File: src/rtl/dp_scan_n_if.sv
// Display bus for dp_scan_n: scan enable, digit/decimal-point inputs and the
// segment / digit-enable pins. Width follows the digit count.
interface dp_scan_n_if #(
    parameter int DIGITS = 4
);
    logic                  en;
    logic [4*DIGITS-1:0]   nums;
    logic [DIGITS-1:0]     dp;
    logic [6:0]            data;
    logic                  dot;
    logic [DIGITS-1:0]     an;

    modport master (
        output en, nums, dp,
        input  data, dot, an
    );

    modport slave (
        input  en, nums, dp,
        output data, dot, an
    );
endinterface

File: src/rtl/dp_scan_n.sv
// Time-multiplexed N-digit seven-segment driver with refresh prescaler,
// anti-ghosting blank window, leading-zero suppression and per-frame input snapshot.
module dp_scan_n #(
    parameter int DIGITS     = 4,
    parameter int ACTIVE_LOW = 1,
    parameter int DIV        = 1000,
    parameter int BLANK      = 8,
    parameter int LZB        = 1
) (
    input  logic        clk,
    input  logic        rst,
    dp_scan_n_if.slave  bus
);

    localparam int CW = $clog2(DIV);
    localparam int IW = (DIGITS > 1) ? $clog2(DIGITS) : 1;

    localparam logic [CW-1:0] CNT_MAX = CW'(DIV - 1);
    localparam logic [CW-1:0] BLANK_C = CW'(BLANK);
    localparam logic [IW-1:0] IDX_MAX = IW'(DIGITS - 1);
    localparam logic          POL     = (ACTIVE_LOW != 0);
    localparam logic          LZB_ON  = (LZB != 0);

    logic [CW-1:0]          cnt;
    logic [IW-1:0]          idx;
    logic [4*DIGITS-1:0]    snum;
    logic [DIGITS-1:0]      sdp;

    logic [6:0]             data_q;
    logic                   dot_q;
    logic [DIGITS-1:0]      an_q;

    logic [DIGITS-1:0]      zero_lead;
    logic                   zero_run;
    logic [3:0]             cur_digit;
    logic                   cur_supp;
    logic                   cur_dp;
    logic [6:0]             data_n;
    logic                   dot_n;
    logic [DIGITS-1:0]      an_n;

    function automatic logic [6:0] hex_to_seg(input logic [3:0] h);
        logic [6:0] s;
        case (h)
            4'h0: s = 7'h3F;
            4'h1: s = 7'h06;
            4'h2: s = 7'h5B;
            4'h3: s = 7'h4F;
            4'h4: s = 7'h66;
            4'h5: s = 7'h6D;
            4'h6: s = 7'h7D;
            4'h7: s = 7'h07;
            4'h8: s = 7'h7F;
            4'h9: s = 7'h6F;
            4'hA: s = 7'h77;
            4'hB: s = 7'h7C;
            4'hC: s = 7'h39;
            4'hD: s = 7'h5E;
            4'hE: s = 7'h79;
            default: s = 7'h71;
        endcase
        return s;
    endfunction

    // Prescaler and digit index; both freeze while the scan is disabled.
    always_ff @(posedge clk) begin
        if (rst) begin
            cnt <= '0;
            idx <= '0;
        end else if (bus.en) begin
            if (cnt == CNT_MAX) begin
                cnt <= '0;
                idx <= (idx == IDX_MAX) ? '0 : idx + 1'b1;
            end else begin
                cnt <= cnt + 1'b1;
            end
        end
    end

    // Snapshot at frame start only, so one frame never mixes old and new digits.
    // NOTE: the snapshot is a handful of flops, not a memory, so it takes the reset like any other state.
    always_ff @(posedge clk) begin
        if (rst) begin
            snum <= '0;
            sdp  <= '0;
        end else if (bus.en && cnt == '0 && idx == '0) begin
            snum <= bus.nums;
            sdp  <= bus.dp;
        end
    end

    // zero_lead[k] is set when snapshot digits k..DIGITS-1 are all zero (k >= 1).
    // NOTE: zero_run is a running value inside one combinational pass, so it uses blocking assignments.
    always_comb begin
        zero_run  = 1'b1;
        zero_lead = '0;
        for (int k = DIGITS - 1; k >= 1; k--) begin
            zero_run     = zero_run && (snum[4*k +: 4] == 4'h0);
            zero_lead[k] = zero_run;
        end
    end

    // Next-cycle pin values in active-high form; polarity is applied at the register.
    // NOTE: every output gets a default first so no path through this block infers a latch.
    always_comb begin
        an_n      = '0;
        data_n    = '0;
        dot_n     = 1'b0;
        cur_digit = snum[4*idx +: 4];
        cur_supp  = LZB_ON && zero_lead[idx];
        cur_dp    = sdp[idx];
        if (bus.en && cnt >= BLANK_C) begin
            dot_n = cur_dp;
            // A suppressed digit still lights its enable when its decimal point is on.
            if (!cur_supp || cur_dp) begin
                an_n[idx] = 1'b1;
            end
            if (!cur_supp) begin
                data_n = hex_to_seg(cur_digit);
            end
        end
    end

    // NOTE: sequential state uses non-blocking assignments so all flops update from pre-edge values.
    always_ff @(posedge clk) begin
        if (rst) begin
            data_q <= {7{POL}};
            dot_q  <= POL;
            an_q   <= {DIGITS{POL}};
        end else begin
            data_q <= data_n ^ {7{POL}};
            dot_q  <= dot_n ^ POL;
            an_q   <= an_n ^ {DIGITS{POL}};
        end
    end

    assign bus.data = data_q;
    assign bus.dot  = dot_q;
    assign bus.an   = an_q;

endmodule

File: src/flat_wrapper.sv
// flat-port wrapper written by rule: the top's interface ports become plain ports
module dp_scan_n_flat 
#(
    parameter int DIGITS     = 4,
    parameter int ACTIVE_LOW = 1,
    parameter int DIV        = 1000,
    parameter int BLANK      = 8,
    parameter int LZB        = 1
)
  (clk, rst, bus_en, bus_nums, bus_dp, bus_data, bus_dot, bus_an);
  dp_scan_n_if #(.DIGITS(DIGITS)) bus_i ();
  input  logic clk;
  input  logic rst;
  input wire logic [$bits(bus_i.en)-1:0] bus_en;
  input wire logic [$bits(bus_i.nums)-1:0] bus_nums;
  input wire logic [$bits(bus_i.dp)-1:0] bus_dp;
  output wire logic [$bits(bus_i.data)-1:0] bus_data;
  output wire logic [$bits(bus_i.dot)-1:0] bus_dot;
  output wire logic [$bits(bus_i.an)-1:0] bus_an;
  assign bus_i.en = bus_en;
  assign bus_i.nums = bus_nums;
  assign bus_i.dp = bus_dp;
  assign bus_data = bus_i.data;
  assign bus_dot = bus_i.dot;
  assign bus_an = bus_i.an;
  dp_scan_n #(.DIGITS(DIGITS), .ACTIVE_LOW(ACTIVE_LOW), .DIV(DIV), .BLANK(BLANK), .LZB(LZB)) u_core (.clk(clk), .rst(rst), .bus(bus_i));
endmodule
File: config.mk
export PLATFORM = sky130hd
export DESIGN_NAME = dp_scan_n_flat
export DESIGN_NICKNAME = d
export VERILOG_FILES = /design/src/rtl/dp_scan_n_if.sv /design/src/rtl/dp_scan_n.sv /design/src/flat_wrapper.sv
export SDC_FILE = /design/constraint.sdc
export NUM_CORES = 1
export LEC_CHECK = 0
export BUFFER_PORTS_ARGS = -buffer_cell sky130_fd_sc_hd__buf_2
export CAP_MARGIN = 20
export CELL_PAD_IN_SITES_DETAIL_PLACEMENT = 2
export CELL_PAD_IN_SITES_GLOBAL_PLACEMENT = 2
export CORE_ASPECT_RATIO = 0.75
export CORE_MARGIN = 5
export CORE_UTILIZATION = 30
export CTS_CLUSTER_DIAMETER = 150
export DETAILED_ROUTE_END_ITERATION = 16
export PLACE_DENSITY_LB_ADDON = 0.12
export SLEW_MARGIN = 15
export SYNTH_ARGS = -nofsm -noshare
export SYNTH_HDL_FRONTEND = slang
export SYNTH_SLANG_ARGS = --single-unit
File: constraint.sdc
create_clock -name clk -period 3.33 [get_ports clk]
set_input_delay 0.666 -clock clk [delete_from_list [all_inputs] [get_ports clk]]
set_output_delay 0.666 -clock clk [all_outputs]
set_load 0.01 [all_outputs]
==> summary.md, run 1 <==
| Metric | Value |
|---|---|
| Yosys cell types | 36 |
| Initial DRC count | 61 |
| Total number of vias | 1609 |
| GP Congestion | 0.698 |
| Diode count | 0 |
| NetSw | 287 uW |
| Area of the core | 6800 um^2 |
| Post-route setup TNS | 0 ns |
| Sequential element share of the synthesized area | 42.0% |
| Register clock-pin slew on the reported worst setup and hold paths | 0.09 ns |
| Least-Margin Pin Slew | 0.528 ns |
| CTS Root Cell | clkbuf_8 |
| Avg Cell Area, Syn | 9.94 um^2 |
| Port bufs | 34 |
| Final WL | 5160 um |
| Final Hold Viols | 0 |
| Family with the most delay on the worst path | flip-flops |
| DP Area | 2320 um^2 |
| Internal | 865 uW |
| Seq pwr share | 49.4% |
| Final period utilization | 66.5% |
| CTS Buffer Depth | 2 |
| Pwr/cell area | 472 nW/um^2 |
| Post-route insts no fill | 327 |
| Clock sink count | 44 |
| Pwr Total | 1150 uW |
| Hold_buf cts | 0 |
| Ys flop type | dfxtp_1 |
| Number of global-route vias before repair | 1707 |
| Setup Skew | 0.00907 ns |
| # rows | 26 |
| CP Cell Sequence | inv_1, ha_1, and4b_1, nand3_1, buf_4, mux2i_1, nor2_1 |
| H-tree depth | 2 |
| CTS tree | yes |
| TritonCTS Buffers | 5 |
| CP max stage cell | dfxtp_1 |
| CP Launch Type | flip-flop |
| Post-synth ARST share | 0% |
| Synth warnings | 0 |
| Clock power frac | 37.9% |
| VDD IR max | 0.182 mV |
| First-pass GRT wire length | 8730 um |
| Area Overhead vs Synth | 16.3% |
| Fin nets | 277 |
| Dpl cells | 319 |
| Crit path DAT | 2.39 ns |
| RSZ-0062 raised after global routing | no |
| Pleak | 0.00104 uW |
| Setup violations, final | 0 |
| Die ar. | 8780 um^2 |
| I/O pins | 35 |
| CP peak stage delay | 0.66 ns |
| Comb pwr share | 12.7% |
| Final HPWL from detailed placement | 4010 um |
| Fin crit period | 2.21 ns |
| Worst setup EP type | flip-flop |
| Initial core utilization | 30.8% |
| Die height | 82.4 um |
| Switching share of power | 24.9% |
| Initial antenna violation count | 0 |
| Mapped Cells | 211 |
| Syn Std Cell Area | 2100 um^2 |
| ANT nets after route | 0 |
| Max Freq | 452 MHz |
| Grt total ovfl | 0 |
| Worst Hold Class | flip-flop to flip-flop |
| PostCTS Resize Cnt | 0 |
| Crit Path Category | flip-flop to flip-flop |
| Vias per Instance | 4.92 |
| EDFF count, synth | 0 |
| Slew Viols, Final | 0 |
| Postcts setup bufs | 0 |
| Chip Width | 107 um |
| Final instance area | 2440 um^2 |
| CP required | 3.51 ns |
| Gr usage total | 12.7% |
| Max-cap violations | 0 |
| Later-pin clock latency in the skew report | 0.30 ns |
| Layout cells sized above 1 | 21.8% |
| Worst-path fanout max | 20 |
| WL per Instance | 15.8 um |
| Residual DRC | 0 |
| 1st-pass router iterations | 4 |
| Syn Nets | 246 |
| CP bufs+invs | 2 |
| Pin count of the biggest net entering global routing | 27 |
| Max_slew headroom | 64.7% |
| FF+latch count, synth | 44 |
| Status | completed |
## Yosys cell counts, types with 2 or more instances
library cell	n	share of area [%]
inv_1	6	1.1
mux4_2	6	6.4
or4_1	3	1.1
a21oi_1	4	0.95
buf_6	2	1.1
dfxtp_1	44	42
nor3b_1	2	0.72
nand2b_1	2	0.60
clkbuf_1	4	0.72
mux2i_1	22	11
nand3_1	9	2.1
xor2_1	9	3.8
and3_1	3	0.90
nor3_1	2	0.48
nor2_1	34	6.1
buf_2	5	1.2
xnor2_1	4	1.7
nand2_1	14	2.5
ha_1	12	7.2
o211ai_1	3	1.1
nand4_1	3	0.90
o21ai_1	2	0.48
o21a_1	2	0.72
nor4_1	2	0.60
## cell usage in the layout, fill, tap and decap left out, types with 3 or more instances in the layout
master and instances:
dfxtp_1 44, nor2_1 34, buf_2 34, mux2i_1 22, nand2_1 14, ha_1 12
nand3_1 9, xor2_1 9, inv_1 6, mux4_2 6, clkbuf_8 6, xnor2_1 4
a21oi_1 4, and3_1 3, nand4_1 3, or4_1 3, o211ai_1 3
## registers in the layout, summed over array words and instances, names as in the netlist
| signal | flops |
|---|---|
| u_core.sdp | 4 |
| u_core.bus.an | 4 |
| u_core.idx | 2 |
| u_core.bus.data | 7 |
| u_core.bus.dot | 1 |
| u_core.snum | 16 |
| u_core.cnt | 10 |
## worst min-delay path, cell delays in order (launching register included)
cell and delay, ns:
dfxtp_1 0.34, mux2i_1 0.07, nor2_1 0.07
## routing by layer
| layer | vias up | wire length [um] | part of all wire [%] | GRT usage [%] |
|---|---|---|---|---|
| met5 | - | 0 | 0 | 0 |
| met4 | 0 | 30 | 0.58 | 3.07 |
| met3 | 5 | 230 | 4.5 | 3.73 |
| met2 | 33 | 2250 | 44 | 20.8 |
| met1 | 784 | 2650 | 51 | 16.8 |
| li1 | 787 | - | - | - |
## final timing paths
kind | from | endpoint | slack, ns | cells after the start
hold / removal | u_core.sdp[1] | u_core.sdp[1] | 0.51 | 2
setup reg to reg | u_core.idx[0] | u_core.snum[6] | 1.12 | 7
hold reg to reg | u_core.sdp[1] | u_core.sdp[1] | 0.51 | 2
setup / recovery | u_core.idx[0] | u_core.snum[6] | 1.12 | 7
## metrics by stage
stage / hold slack [ns] / utilization, % / setup slack (ns)
after floorplan: 0.458 / - / 1.50
after detailed placement: 0.491 / 34.1 / 1.07
final: 0.510 / 35.9 / 1.12
after CTS: 0.515 / 35.9 / 1.06
after global placement: 0.477 / 34.1 / 1.12
after global routing: 0.537 / 35.9 / 0.881
## cell type report
type,count,area (um^2)
inverters,6,22.5
fillers,753,4360
clock inverters,2,38.8
repair buffers,35,178
well taps,84,105
clock buffers,6,82.6
flip-flops and latches,44,881
multi-input cells,150,1130
## logic make-up (layout without fill, tap and decap cells)
| family | Yosys count | in the layout | share of synthesized area [%] |
|---|---|---|---|
| muxes | 29 | 29 | 17.7 |
| DFF | 44 | 44 | 42.0 |
| xor gates and xnor gates | 13 | 13 | 5.43 |
| and+or+nand+nor | 80 | 80 | 18.5 |
| adders and majority gates | 12 | 12 | 7.16 |
| AOI/OAI and AO/OA | 16 | 16 | 5.19 |
| buffers and inverters | 17 | 49 | 4.06 |
## power by group through the flow
stage | Combinational (uW) | Clock (uW) | Sequential, uW
3_3_place_gp | 146 | 0 | 580
5_1_grt | 164 | 483 | 572
3_5_place_dp | 149 | 0 | 582
2_1_floorplan | 114 | 0 | 572
6_report | 146 | 437 | 568
4_1_cts | 150 | 454 | 569
No activity file was read; power rests on OpenSTA's default activity.
==> run 2: changes to the inputs <==
- clock period: 3.33 -> 1.83 ns (I/O delays scaled with it)
==> summary.md, run 2 (synthesized netlist as in run 1, its figures left out) <==
| Metric | Value |
|---|---|
| Worst slack at placement | -0.0591 ns (-1.13 ns) |
| Initial antenna violation count | 0 (unchanged) |
| Die ar. | 8780 um^2 (unchanged) |
| GP Congestion | 0.765 (+9.6%) |
| Vias per Instance | 4.81 (-2.2%) |
| Gr usage total | 13.6% (+0.82 points) |
| Later-pin clock latency in the skew report | 0.29 ns (about the same) |
| TritonCTS Buffers | 5 (unchanged) |
| VDD IR max | 0.327 mV (+80%) |
| CP required | 2.00 ns (-1.51 ns) |
| Die height | 82.4 um (unchanged) |
| # rows | 26 (unchanged) |
| CP peak stage delay | 0.59 ns (-0.07 ns) |
| Area Overhead vs Synth | 22.2% |
| CTS tree | yes |
| I/O pins | 35 (unchanged) |
| R2R Path End | u_core.bus.data[1] |
| Setup violations, final | 0 (unchanged) |
| NetSw | 508 uW (+77%) |
| Internal | 1410 uW (+63%) |
| Max_slew headroom | 73.5% (+8.8 points) |
| Most frequent cells in the layout | dfxtp_1 (42), nor2_1 (34), buf_2 (34) |
| Residual DRC | 0 (unchanged) |
| Hold path endpoint | u_core.snum[11] |
| First-pass GRT wire length | 9290 um (+6.4%) |
| Fin nets | 294 (+6.1%) |
| Worst-path fanout max | 5 (-75%) |
| Worst setup EP type | flip-flop |
| Worst Hold Class | input pin to flip-flop |
| Register clock-pin slew on the reported worst setup and hold paths | 0.08 ns (about the same) |
| Final HPWL from detailed placement | 4270 um (+6.4%) |
| Largest reg by FF count | u_core.snum |
| Crit Path Category | flip-flop to flip-flop |
| Crit path DAT | 1.91 ns (-0.48 ns) |
| Hold path depth | 3 (+1) |
| CP max stage cell | mux4_2 |
| Final WL | 5410 um (+4.9%) |
| Status | completed |
| ANT nets after route | 0 (unchanged) |
| FF-to-FF path depth | 5 (-2) |
| Final Hold Viols | 0 (unchanged) |
| Switching share of power | 26.4% (+1.5 points) |
| Clock power frac | 30.4% (-7.5 points) |
| Number of global-route vias before repair | 1774 (+3.9%) |
| Setup Skew | 0.00375 ns (-0.00532 ns) |
| Grt total ovfl | 0 (unchanged) |
| Slew Viols, Final | 0 (unchanged) |
| Least-Margin Pin Slew | 0.393 ns (-0.135 ns) |
| Chip Width | 107 um (unchanged) |
| CP Cell Sequence | mux4_2, inv_2, ha_1, o211ai_1, nand3_1 |
| Critical R2R Launch | u_core.idx[0] |
| H-tree depth | 2 (unchanged) |
| HP Start | bus_nums[11] |
| Flop2flop setup slack | 0.09 ns (-1.03 ns) |
| DP Area | 2450 um^2 (+5.8%) |
| Commonest non-fill, non-tap cell in the layout | dfxtp_1 |
| Final instance area | 2560 um^2 (+5.1%) |
| Final worst setup slack | 0.0886 ns (-1.03 ns) |
| Seq pwr share | 53.7% (+4.3 points) |
| Final period utilization | 95.2% (+29 points) |
| Comb pwr share | 15.9% (+3.2 points) |
| CTS Buffer Depth | 2 (unchanged) |
| Clock sink count | 44 (unchanged) |
| Port bufs | 34 (unchanged) |
| Initial core utilization | 30.8% (unchanged) |
| Area of the core | 6800 um^2 (unchanged) |
| Max reg flops | 16 (unchanged) |
| Pwr/cell area | 750 nW/um^2 (+59%) |
| Max-cap violations | 0 (unchanged) |
| Diode count | 0 (unchanged) |
| CP Launch Type | flip-flop |
| Layout cells sized above 1 | 29.0% (+7.1 points) |
| Pleak | 0.00112 uW (+7.3%) |
| Pin count of the biggest net entering global routing | 26 (-3.7%) |
| WL per Instance | 15.8 um (about the same) |
| Max Freq | 574 MHz (+27%) |
| 1st-pass router iterations | 4 (unchanged) |
| Total number of vias | 1651 (+2.6%) |
| Initial DRC count | 48 (-21%) |
| CTS Root Cell | clkbuf_8 |
| Fin crit period | 1.74 ns (-0.473 ns) |
| Pwr Total | 1920 uW (+67%) |
## run 2: routing by layer
| layer | share of wire (%) | track usage, % | up-vias |
|---|---|---|---|
| met5 | 0 | 0 | - |
| li1 | - | - | 823 |
| met1 | 53 | 19.2 | 792 |
| met4 | 0.98 | 4.21 | 0 |
| met2 | 42 | 20.2 | 31 |
| met3 | 4.2 | 3.57 | 5 |
## run 2: layout make-up
| class | count | area [um^2] |
|---|---|---|
| Clock buffer | 6 | 72.6 |
| Clock inverter | 1 | 5.00 |
| Fill cell | 750 | 4240 |
| Inverter | 6 | 22.5 |
| Multi-Input combinational cell | 150 | 1150 |
| Sequential cell | 44 | 886 |
| Tap cell | 84 | 105 |
| Timing Repair Buffer | 52 | 318 |
## run 2: per-stage QoR
stage                     hold WS [ns]   TNS, ns  cells  util [%]
after detailed placement         0.487   -0.0887    335      36.1
after global placement           0.473         0    335      36.1
after global routing             0.297  -0.00141    343      37.7
final                            0.301         0    343      37.7
after CTS                        0.299         0    342      37.2
after floorplan                  0.458         0    211         -
## run 2: worst max-delay path by stage
stage | from | end | slack [ns] | cells past startpoint
2_1_floorplan | u_core.idx[0] | u_core.bus.data[1] | 0.03 | 6
3_3_place_gp | u_core.idx[0] | u_core.bus.data[1] | 0.04 | 5
3_5_place_dp | u_core.idx[0] | u_core.bus.data[1] | -0.06 | 5
4_1_cts | u_core.idx[0] | u_core.bus.data[1] | 0.01 | 5
5_1_grt | u_core.idx[0] | u_core.bus.data[4] | -0.001 | 6
6_report | u_core.idx[0] | u_core.bus.data[1] | 0.09 | 5
## run 2: what timing repair did
| action | 4_1_cts | 5_1_grt |
|---|---|---|
| pin swaps | 0 | 4 |
| setup endpoints to repair | 4 | 21 |
| buffers inserted | 0 | 1 |
| gates cloned | 0 | 0 |
| gates resized for setup | 1 | 7 |
| hold buffers | 0 | 0 |
## run 2: worst max-delay path: cells and delay by family (launching register included)
kind | cells | cell delay (ns)
flip-flops | 1 | 0.38
buffers and inverters | 1 | 0.12
AO/OA/AOI/OAI | 1 | 0.18
adder cells (fa/ha/maj) | 1 | 0.25
multiplexers | 1 | 0.59
AND/OR/NAND/NOR | 1 | 0.09
## run 2: power by group through the flow
| stage | sequential, uW | combinational, uW | clock (uW) |
|---|---|---|---|
| 2_1_floorplan | 1040 | 207 | 0 |
| 3_3_place_gp | 1060 | 294 | 0 |
| 3_5_place_dp | 1060 | 304 | 0 |
| 4_1_cts | 1030 | 304 | 625 |
| 5_1_grt | 1040 | 339 | 652 |
| 6_report | 1030 | 305 | 585 |
==> run 3: changes to the inputs <==
- BUFFER_PORTS_ARGS: -buffer_cell sky130_fd_sc_hd__buf_2 -> -buffer_cell sky130_fd_sc_hd__clkbuf_2
==> summary.md, run 3 (synthesized netlist as in run 1, its figures left out) <==
| Metric | Value |
|---|---|
| Status | completed |
| Hold_buf cts | 0 (unchanged) |
| Gr usage total | 13.2% (-0.36 points) |
| H-tree depth | 2 (unchanged) |
| Vias per Instance | 4.80 (-0.35%) |
| Worst setup EP type | flip-flop |
| Clock power frac | 33.3% (+2.9 points) |
| Layout cells sized above 1 | 28.5% (-0.50 points) |
| Seq pwr share | 51.7% (-2.0 points) |
| CTS Buffer Depth | 2 (unchanged) |
| # rows | 26 (unchanged) |
| Commonest non-fill, non-tap cell in the layout | dfxtp_1 |
| CTS Root Cell | clkbuf_8 |
| Diode count | 0 (unchanged) |
| Pin count of the biggest net entering global routing | 26 (unchanged) |
| FF-to-FF path depth | 5 (unchanged) |
| Worst hold slack | 0.295 ns (-0.00561 ns) |
| 1st-pass router iterations | 4 (unchanged) |
| Final period utilization | 96.2% (+1.0 points) |
| Port bufs | 34 (unchanged) |
| Largest reg by FF count | u_core.snum |
| Fin nets | 294 (unchanged) |
| WL per Instance | 15.7 um (-0.22%) |
| Setup violations, final | 0 (unchanged) |
| Number of global-route vias before repair | 1761 (-0.73%) |
| CP Launch Type | flip-flop |
| Slew Viols, Final | 0 (unchanged) |
| RSZ-0062 raised after global routing | yes |
| Internal | 1460 uW (+3.3%) |
| Clock sink count | 44 (unchanged) |
| Chip Width | 107 um (unchanged) |
| Area Overhead vs Synth | 22.3% (about the same) |
| Switching share of power | 27.0% (+0.55 points) |
| Crit Path Category | flip-flop to flip-flop |
| Area of the core | 6800 um^2 (unchanged) |
| GP Congestion | 0.768 (+0.37%) |
| Die ar. | 8780 um^2 (unchanged) |
| Max reg flops | 16 (unchanged) |
| Later-pin clock latency in the skew report | 0.30 ns (about the same) |
| I/O pins | 35 (unchanged) |
| Pleak | 0.00114 uW (+1.7%) |
| Grt total ovfl | 0 (unchanged) |
| ANT nets after route | 0 (unchanged) |
| FILL cells | 762 (+1.6%) |
| CP required | 1.99 ns (about the same) |
| Final Hold Viols | 0 (unchanged) |
| Max-cap violations | 0 (unchanged) |
| Crit path DAT | 1.92 ns (about the same) |
| Fin crit period | 1.76 ns (+0.0183 ns) |
| Initial antenna violation count | 0 (unchanged) |
| Final WL | 5420 um (about the same) |
| Dpl cells | 335 (unchanged) |
| NetSw | 540 uW (+6.3%) |
| First-pass GRT wire length | 9090 um (-2.1%) |
| Hold path depth | 3 (unchanged) |
| Die height | 82.4 um (unchanged) |
| Comb pwr share | 15.1% (-0.8 points) |
| Core Util, Final | 37.7% (about the same) |
| Pwr/cell area | 780 nW/um^2 (+4.1%) |
| CTS tree | yes |
| Most frequent cells in the layout | dfxtp_1 (42), nor2_1 (34), clkbuf_2 (34) |
| Setup Skew | 0.00687 ns (+0.00312 ns) |
| Worst Hold Class | input pin to flip-flop |
| Max Freq | 568 MHz (-1.0%) |
| Post-route setup TNS | 0 ns (unchanged) |
| TritonCTS Buffers | 5 (unchanged) |
| Residual DRC | 0 (unchanged) |
| Post-route insts no fill | 344 (+0.29%) |
| Worst-path fanout max | 5 (unchanged) |
| Max_slew headroom | 71.6% (-1.9 points) |
| Least-Margin Pin Slew | 0.421 ns (+0.0280 ns) |
| VDD IR max | 0.278 mV (-15%) |
| Total number of vias | 1650 (-0.061%) |
| Final HPWL from detailed placement | 4220 um (-1.1%) |
| Initial DRC count | 43 (-10%) |
| Initial core utilization | 30.8% (unchanged) |
| Register clock-pin slew on the reported worst setup and hold paths | 0.09 ns (about the same) |
==> run 3: worst max-delay path, stage by stage (launching register included) <==
cell      delay [ns]
dfxtp_4         0.39
mux4_2          0.57
inv_1           0.14
ha_1            0.26
o211ai_1        0.18
nand3_1         0.09
==> run 3: repair_timing <==
| item | CTS | global route |
|---|---|---|
| pin swaps | 1 | 1 |
| gates resized for setup | 3 | 2 |
| setup endpoints to repair | 4 | 12 |
| setup buffers | 1 | 0 |
==> run 3: area by class of cell <==
| cell class | count | area [um^2] | share of cell area, % |
|---|---|---|---|
| multi-input combinational | 150 | 1140 | 44.4 |
| clock inverter | 1 | 7.51 | 0.293 |
| timing repair buffer | 52 | 318 | 12.4 |
| tap | 84 | 105 | 4.10 |
| sequential | 44 | 886 | 34.6 |
| inverter | 6 | 22.5 | 0.878 |
| clock buffer | 7 | 86.3 | 3.37 |
==> run 3: routing by layer <==
metal  GRT usage, %  wire, um  vias to the layer above  share of wire [%]
li1               -         -                      823                  -
met2           21.2      2310                       29                 43
met5              0         0                        -                  0
met4           3.07        21                        0               0.39
met1           17.9      2860                      796                 53
met3           3.57       224                        2                4.1
==> run 3: worst paths after layout <==
check / from / end / slack (ns)
max: u_core.idx[0] / u_core.bus.data[1] / 0.07
min: bus_nums[13] / u_core.snum[13] / 0.30
max reg2reg: u_core.idx[0] / u_core.bus.data[1] / 0.07
min reg2reg: u_core.sdp[0] / u_core.sdp[0] / 0.51
==> run 3: power by group through the flow <==
stage	clock, uW	combinational, uW	sequential, uW
3_3_place_gp	0	294	1060
2_1_floorplan	0	207	1040
5_1_grt	726	336	1040
3_5_place_dp	0	301	1060
6_report	666	301	1030
4_1_cts	688	309	1040
==> run 3: metrics by stage <==
step | area (um^2) | power, uW | setup WS (ns)
final | 2560 | 2000 | 0.0703
after global placement | 2450 | 1350 | 0.0335
after floorplan | 2100 | 1250 | 0.0253
after detailed placement | 2450 | 1360 | -0.0673
after CTS | 2560 | 2030 | 0.0352
after global routing | 2560 | 2100 | -0.0203
